==> src/rtl/apb_slave_mem.sv <==
// APB4 slave with a word-addressed memory, byte strobes, programmable wait states,
// error responses for decode/alignment/protection faults and a sticky protocol-violation flag.
module apb_slave_mem #(
    parameter int                    PDATA_SIZE = 32,
    parameter int                    PADDR_SIZE = 32,
    parameter int                    DEPTH      = 16,
    parameter logic [PADDR_SIZE-1:0] BASE_ADDR  = '0,
    parameter int                    MAX_WAIT   = 15,
    parameter int                    PROT_CHECK = 1
) (
    input  logic                    PCLK,
    input  logic                    PRESET,
    input  logic                    PSEL,
    input  logic                    PENABLE,
    input  logic                    PWRITE,
    input  logic [PADDR_SIZE-1:0]   PADDR,
    input  logic [PDATA_SIZE-1:0]   PWDATA,
    input  logic [PDATA_SIZE/8-1:0] PSTRB,
    input  logic [2:0]              PPROT,
    input  logic [7:0]              WAIT_CFG,
    output logic [PDATA_SIZE-1:0]   PRDATA,
    output logic                    PREADY,
    output logic                    PSLVERR,
    output logic                    PROT_VIOL,
    input  logic                    VIOL_CLR,
    output logic                    dbg_state_o
);

    localparam int NB    = PDATA_SIZE / 8;
    localparam int LSB   = $clog2(NB);
    localparam int IDX_W = $clog2(DEPTH);
    localparam logic [PADDR_SIZE-1:0] ALIGN_MASK = PADDR_SIZE'(NB - 1);
    localparam logic [7:0]            MAX_WAIT_C = 8'(MAX_WAIT);

    typedef enum logic {S_IDLE, S_ACCESS} state_t;

    state_t                  state_q, state_d;
    logic [7:0]              cnt_q, cnt_d;
    logic [PADDR_SIZE-1:0]   addr_q, addr_d;
    logic                    write_q, write_d;
    logic [PDATA_SIZE-1:0]   wdata_q, wdata_d;
    logic [NB-1:0]           strb_q, strb_d;
    logic                    priv_q, priv_d;
    logic [PDATA_SIZE-1:0]   prdata_q, prdata_d;
    logic                    pready_q, pready_d;
    logic                    pslverr_q, pslverr_d;
    logic                    viol_q, viol_d;
    logic [PDATA_SIZE-1:0]   mem_q [DEPTH];

    logic                    setup;
    logic                    viol_now;
    logic                    err_setup, err_lat;
    logic [IDX_W-1:0]        idx_setup, idx_lat;
    logic [7:0]              wait_clamped;
    logic                    mem_we;
    logic [PDATA_SIZE-1:0]   mem_wdata;
    logic                    unused_prot;

    // Underflow below BASE_ADDR shows up as the borrow bit of the widened subtraction.
    function automatic logic addr_err(input logic [PADDR_SIZE-1:0] a);
        logic [PADDR_SIZE:0] off;
        off = {1'b0, a} - {1'b0, BASE_ADDR};
        return off[PADDR_SIZE]
            || ((off[PADDR_SIZE-1:0] >> LSB) >= PADDR_SIZE'(DEPTH))
            || ((a & ALIGN_MASK) != '0);
    endfunction

    function automatic logic access_err(input logic [PADDR_SIZE-1:0] a, input logic wr,
                                        input logic priv);
        return addr_err(a) || ((PROT_CHECK != 0) && wr && !priv);
    endfunction

    function automatic logic [IDX_W-1:0] word_idx(input logic [PADDR_SIZE-1:0] a);
        return IDX_W'((a - BASE_ADDR) >> LSB);
    endfunction

    assign unused_prot  = ^PPROT[2:1];
    assign setup        = PSEL && !PENABLE;
    assign err_setup    = access_err(PADDR, PWRITE, PPROT[0]);
    assign err_lat      = access_err(addr_q, write_q, priv_q);
    assign idx_setup    = word_idx(PADDR);
    assign idx_lat      = word_idx(addr_q);
    assign wait_clamped = (WAIT_CFG > MAX_WAIT_C) ? MAX_WAIT_C : WAIT_CFG;
    assign viol_now     = (state_q == S_ACCESS)
                        && (!PSEL || !PENABLE || (PADDR != addr_q)
                            || (PWRITE != write_q) || (PWDATA != wdata_q));

    always_comb begin
        mem_wdata = mem_q[idx_lat];
        for (int i = 0; i < NB; i++) begin
            if (strb_q[i]) mem_wdata[8*i +: 8] = wdata_q[8*i +: 8];
        end
    end

    always_ff @(posedge PCLK or posedge PRESET) begin
        if (PRESET) state_q <= S_IDLE;
        else        state_q <= state_d;
    end

    always_comb begin
        state_d = state_q;
        case (state_q)
            S_IDLE:   if (setup) state_d = S_ACCESS;
            S_ACCESS: if (viol_now || pready_q) state_d = S_IDLE;
            default:  state_d = S_IDLE;
        endcase
    end

    // Violations take priority over both completion and the wait countdown.
    always_comb begin
        cnt_d     = cnt_q;
        addr_d    = addr_q;
        write_d   = write_q;
        wdata_d   = wdata_q;
        strb_d    = strb_q;
        priv_d    = priv_q;
        prdata_d  = prdata_q;
        pready_d  = pready_q;
        pslverr_d = pslverr_q;
        viol_d    = VIOL_CLR ? 1'b0 : viol_q;
        mem_we    = 1'b0;
        case (state_q)
            S_IDLE: begin
                pready_d = 1'b0;
                if (setup) begin
                    addr_d  = PADDR;
                    write_d = PWRITE;
                    wdata_d = PWDATA;
                    strb_d  = PSTRB;
                    priv_d  = PPROT[0];
                    cnt_d   = wait_clamped;
                    if (wait_clamped == 8'd0) begin
                        pready_d  = 1'b1;
                        pslverr_d = err_setup;
                        if (!PWRITE) prdata_d = err_setup ? '0 : mem_q[idx_setup];
                    end
                end
            end
            S_ACCESS: begin
                if (viol_now) begin
                    viol_d    = 1'b1;
                    pready_d  = 1'b0;
                    pslverr_d = 1'b0;
                    cnt_d     = 8'd0;
                end else if (pready_q) begin
                    mem_we    = write_q && !pslverr_q;
                    pready_d  = 1'b0;
                    pslverr_d = 1'b0;
                end else begin
                    cnt_d = cnt_q - 8'd1;
                    if (cnt_q == 8'd1) begin
                        pready_d  = 1'b1;
                        pslverr_d = err_lat;
                        if (!write_q) prdata_d = err_lat ? '0 : mem_q[idx_lat];
                    end
                end
            end
            default: begin
                pready_d  = 1'b0;
                pslverr_d = 1'b0;
            end
        endcase
    end

    always_ff @(posedge PCLK or posedge PRESET) begin
        if (PRESET) begin
            cnt_q     <= '0;
            addr_q    <= '0;
            write_q   <= 1'b0;
            wdata_q   <= '0;
            strb_q    <= '0;
            priv_q    <= 1'b0;
            prdata_q  <= '0;
            pready_q  <= 1'b0;
            pslverr_q <= 1'b0;
            viol_q    <= 1'b0;
            for (int i = 0; i < DEPTH; i++) mem_q[i] <= '0;
        end else begin
            cnt_q     <= cnt_d;
            addr_q    <= addr_d;
            write_q   <= write_d;
            wdata_q   <= wdata_d;
            strb_q    <= strb_d;
            priv_q    <= priv_d;
            prdata_q  <= prdata_d;
            pready_q  <= pready_d;
            pslverr_q <= pslverr_d;
            viol_q    <= viol_d;
            if (mem_we) mem_q[idx_lat] <= mem_wdata;
        end
    end

    assign PRDATA      = prdata_q;
    assign PREADY      = pready_q;
    assign PSLVERR     = pslverr_q;
    assign PROT_VIOL   = viol_q;
    assign dbg_state_o = (state_q == S_ACCESS);

endmodule

==> config.mk <==
export PLATFORM = sky130hd
export DESIGN_NAME = apb_slave_mem
export DESIGN_NICKNAME = d
export VERILOG_FILES = /design/src/rtl/apb_slave_mem.sv
export SDC_FILE = /design/constraint.sdc
export NUM_CORES = 2
export LEC_CHECK = 0
export ABC_AREA = 1
export CAP_MARGIN = 20
export CORE_MARGIN = 2
export CORE_UTILIZATION = 50
export CTS_BUF_LIST = sky130_fd_sc_hd__clkbuf_4 sky130_fd_sc_hd__clkbuf_8
export DETAILED_ROUTE_END_ITERATION = 10
export PLACE_DENSITY = 0.75
export SLEW_MARGIN = 20
export SYNTH_ARGS = -nofsm -noshare
export SYNTH_HDL_FRONTEND = slang
export SYNTH_SLANG_ARGS = --single-unit
==> constraint.sdc <==
create_clock -name PCLK -period 24.6 [get_ports PCLK]
set_input_delay 3.69 -clock PCLK [delete_from_list [all_inputs] [get_ports PCLK]]
set_output_delay 3.69 -clock PCLK [all_outputs]
set_load 0.05 [all_outputs]
==> results by group <==
Routing
  • DR pass1 iterations: 6
  • Drc violations: 0
  • Post-route ant nets: 0
  • Detailed Route WL: 116 mm
  • Vias: 33700
  • DR WL/cell: 20.0 um
  • Initial DRC count: 4686
  • Vias per std cell: 5.78

Synth
  • Synth Area per Inst: 7.16 sq um
  • EDFF count, synth: 0
  • Synth Instances: 4862
  • Count of state elements after synthesis: 626
  • Post-synthesis net count: 4949
  • Synth Flop Type: dfrtp_1
  • Synth cell types: 38
  • Asr flop ratio synth: 1.00
  • Yosys warnings: 0
  • Register area share after synthesis: 0.450
  • Post-Synthesis Cell Area: 34800 sq um

Cells and area
  • Finished Core Util: 0.563
  • Area growth, synth to finish: 11.3%
  • Layout cells sized above 1: 0.0647
  • Final cell count without fillers: 5828
  • Final net count: 4897
  • Fillers: 6368

Placed design
  • Post-Place Cells: 5631
  • Placer Congestion: 0.986
  • Dpl hpwl: 65.2 mm
  • PortBufs: 118

Flow run
  • Number of max-cap violations: 0

STA
  • Unrepaired setup endpoints after global routing: no
  • Max_slew headroom: 0.274
  • Max-slew violations: 0
  • Worst Tran Pin Value: 1.09 ns
  • Hold slack: 0.498 ns
  • Hold Fails Final Rpt: 0
  • Fmax: 125 MHz
  • Period minus WS final: 8.00 ns
  • Final setup viols: 0
  • Post-Route Skew: 0.0332 ns
  • Final period utilization: 0.325
  • TNS Setup: 0 ns

Die
  • # IOs: 121
  • FP Rows: 96
  • DIE WIDTH: 268 um
  • Core ar.: 68800 sq um
  • Die area: 71800 sq um
  • Starting Density: 0.506
  • Die Span Y: 268 um

CTS
  • CTS Buf Count: 105
  • CTS tree: done
  • # H-tree levels: 3
  • Root Driver: clkbuf_8
  • Clock tree sinks: 626
  • Clk slew on worst S/H paths: 0.07 ns
  • Post-CTS Resized: 0
  • Cts-stage hold buffer count: 0
  • Worst-skew pair later-pin latency: 0.74 ns
  • Post CTS Setup Buffer Count: 0
  • Clock buffer depth: 3

Setup path
  • Crit-path most repeated cell: nand2_1
  • Worst setup SP type: input port
  • WP data required: 25.17 ns
  • Slowest cell on crit path: nor2_4
  • WP buf/inv: 3
  • Reg2Reg Capture Point: mem_q[174]
  • Crit-path max cell delay: 1.01 ns
  • Setup CP Type: input port to register
  • WP data arrival: 8.57 ns
  • Worst-path fanout max: 92
  • Reg2reg start: addr_q[3]
  • Worst path cell trace: buf_8 -> inv_1 -> nand2_1 -> nand2_1 -> nor2_1 -> nand2_1 -> nor2_1 -> nand2_1 -> nor2_1 -> nand4_4 -> nor2_4 -> buf_4 -> o21ai_0
  • Setup crit end kind: register
  • FF-to-FF setup slack: 19.74 ns
  • Delay-heaviest family, CP: simple AND/OR/NAND/NOR gates
  • R2R depth: 8

Power and ir drop
  • Switch Pwr: 0.872 mW
  • Leakage Power: 19.2 nW
  • Total power: 2.63 mW
  • Pwr per Cell Area: 67.8 nW/um^2
  • Internal power: 1.76 mW
  • Sequential share of power: 0.419
  • Clk network pwr share: 0.385
  • Combinational Power Share: 0.196
  • Switch share: 0.332
  • Max VDD drop: 0.0469 mV

Global routing
  • Remaining global-route overflow: 0
  • Initial antenna violation count: 1
  • Global-route wire length before repair: 178 mm
  • All-Layer GR Usage: 0.321
  • Vias in the first global route: 31000
  • Largest net degree at the start of global routing: 182

Min path
  • Hold Path Sink: priv_q
  • Hold Path Class: register to register
  • Hold-critical path depth: 2
  • Worst Min Path Start: priv_q

Status
  • Status: finished clean
==> per-stage QoR <==
step	cell area (sq um)	setup slack, ns
3_3_place_gp	36300	16.21
2_1_floorplan	34800	3.38
4_1_cts	38700	16.86
6_report	38800	16.60
5_1_grt	38800	16.56
3_5_place_dp	36400	16.11
==> layer usage <==
metal,track usage,vias up,wire (um)
met1,0.438,15700,46100
met2,0.481,1937,50200
met4,0.162,0,6540
met3,0.0725,401,13500
met5,0,-,0
li1,-,15600,-
==> worst max-delay path by stage <==
| stage | start | endpoint | slack, ns | depth (start not counted) |
|---|---|---|---|---|
| finish | PADDR[2] | mem_q[174] | 16.60 | 13 |
| floorplan | PRESET | PRDATA[0] | 3.38 | 1 |
| CTS | PADDR[2] | mem_q[174] | 16.86 | 13 |
| detailed placement | PADDR[2] | mem_q[165] | 16.11 | 13 |
| global placement | PADDR[2] | mem_q[262] | 16.21 | 14 |
| global route | PADDR[2] | mem_q[166] | 16.56 | 13 |
==> flip-flops by register name, indices dropped and copies added, names as in the netlist <==
name / flops
PRDATA: 32
PREADY: 1
PROT_VIOL: 1
PSLVERR: 1
addr_q: 32
cnt_q: 8
dbg_state_o: 1
mem_q: 512
priv_q: 1
strb_q: 4
wdata_q: 32
write_q: 1
==> worst reg2reg max path, stage by stage, from the launching register on <==
cell     delay, ns
dfrtp_1       0.54
inv_1         0.15
nor2_4        0.51
buf_4         0.78
buf_4         0.88
nand2_1       0.25
nor2_4        0.75
buf_4         0.66
o21ai_0       0.19
==> cell type report <==
cell class | count | area, sq um | share of cell area
repair buffers | 183 | 1730 | 0.0447
flip-flops and latches | 626 | 15700 | 0.404
inverters | 707 | 2670 | 0.0688
diodes | 1 | 2.50 | 0.0000645
well taps | 931 | 1160 | 0.0300
multi-input cells | 3187 | 15200 | 0.393
clock buffers | 171 | 2120 | 0.0546
clock inverters | 22 | 180 | 0.00465
==> placed cells by master, fill, tap and decap left out, drive strengths merged <==
cell	Yosys	layout
nor2	184	184
or2	1	1
o31ai	2	2
nand4	28	28
o21ai	892	892
or3	1	1
inv	706	708
nand3b	3	3
diode	0	1
nand2	1274	1274
bufinv	0	2
o221ai	8	8
xor2	6	6
xnor2	7	7
nor4	4	4
o22ai	1	1
clkdlybuf4s50	0	114
clkinv	1	15
ha	2	2
a21oi	270	270
nor3b	1	1
clkbuf	221	171
dfrtp	626	626
nor4b	1	1
a21boi	1	1
and3	1	1
nor3	13	13
clkinvlp	0	4
a31oi	1	1
buf	121	69
nand3	230	230
a22oi	256	256
==> Yosys cell counts (3+ instances only) <==
| library cell | instances | area, sq um |
|---|---|---|
| nand3b_1 | 3 | 22.5 |
| inv_2 | 5 | 18.8 |
| clkbuf_1 | 219 | 822 |
| nand4_1 | 27 | 169 |
| nor2_1 | 168 | 631 |
| buf_6 | 5 | 56.3 |
| nand3_1 | 230 | 1150 |
| buf_1 | 30 | 113 |
| o21ai_1 | 64 | 320 |
| xor2_1 | 6 | 52.6 |
| buf_2 | 81 | 405 |
| inv_1 | 701 | 2630 |
| nand2_1 | 1274 | 4780 |
| o21ai_0 | 828 | 4140 |
| dfrtp_1 | 626 | 15700 |
| o221ai_1 | 8 | 70.1 |
| xnor2_1 | 7 | 61.3 |
| nor3_1 | 13 | 65.1 |
| nor2_2 | 6 | 37.5 |
| a21oi_1 | 270 | 1350 |
| nor2_8 | 3 | 60.1 |
| nor4_1 | 4 | 25.0 |
| buf_4 | 5 | 37.5 |
| nor2_4 | 7 | 78.8 |
| a22oi_1 | 256 | 1920 |
==> cell families (layout without fill, tap and decap cells) <==
group | Yosys count | in the layout | share of synthesized area
other | 0 | 1 | 0
and+or+nand+nor | 1741 | 1741 | 0.203
xor gates and xnor gates | 13 | 13 | 0.00327
buffers and inverters | 1049 | 1083 | 0.118
adders and majority gates | 2 | 2 | 0.000718
DFF | 626 | 626 | 0.450
AOI/OAI and AO/OA | 1431 | 1431 | 0.225
==> power by group through the flow <==
stage	clock network (mW)	registers, mW	logic [mW]
after floorplan	0	1.18	0.244
after detailed placement	0	1.12	0.497
after global routing	1.07	1.11	0.545
after global placement	0	1.12	0.493
after CTS	1.02	1.10	0.499
final	1.01	1.10	0.514
(Power assumes the default switching activity.)
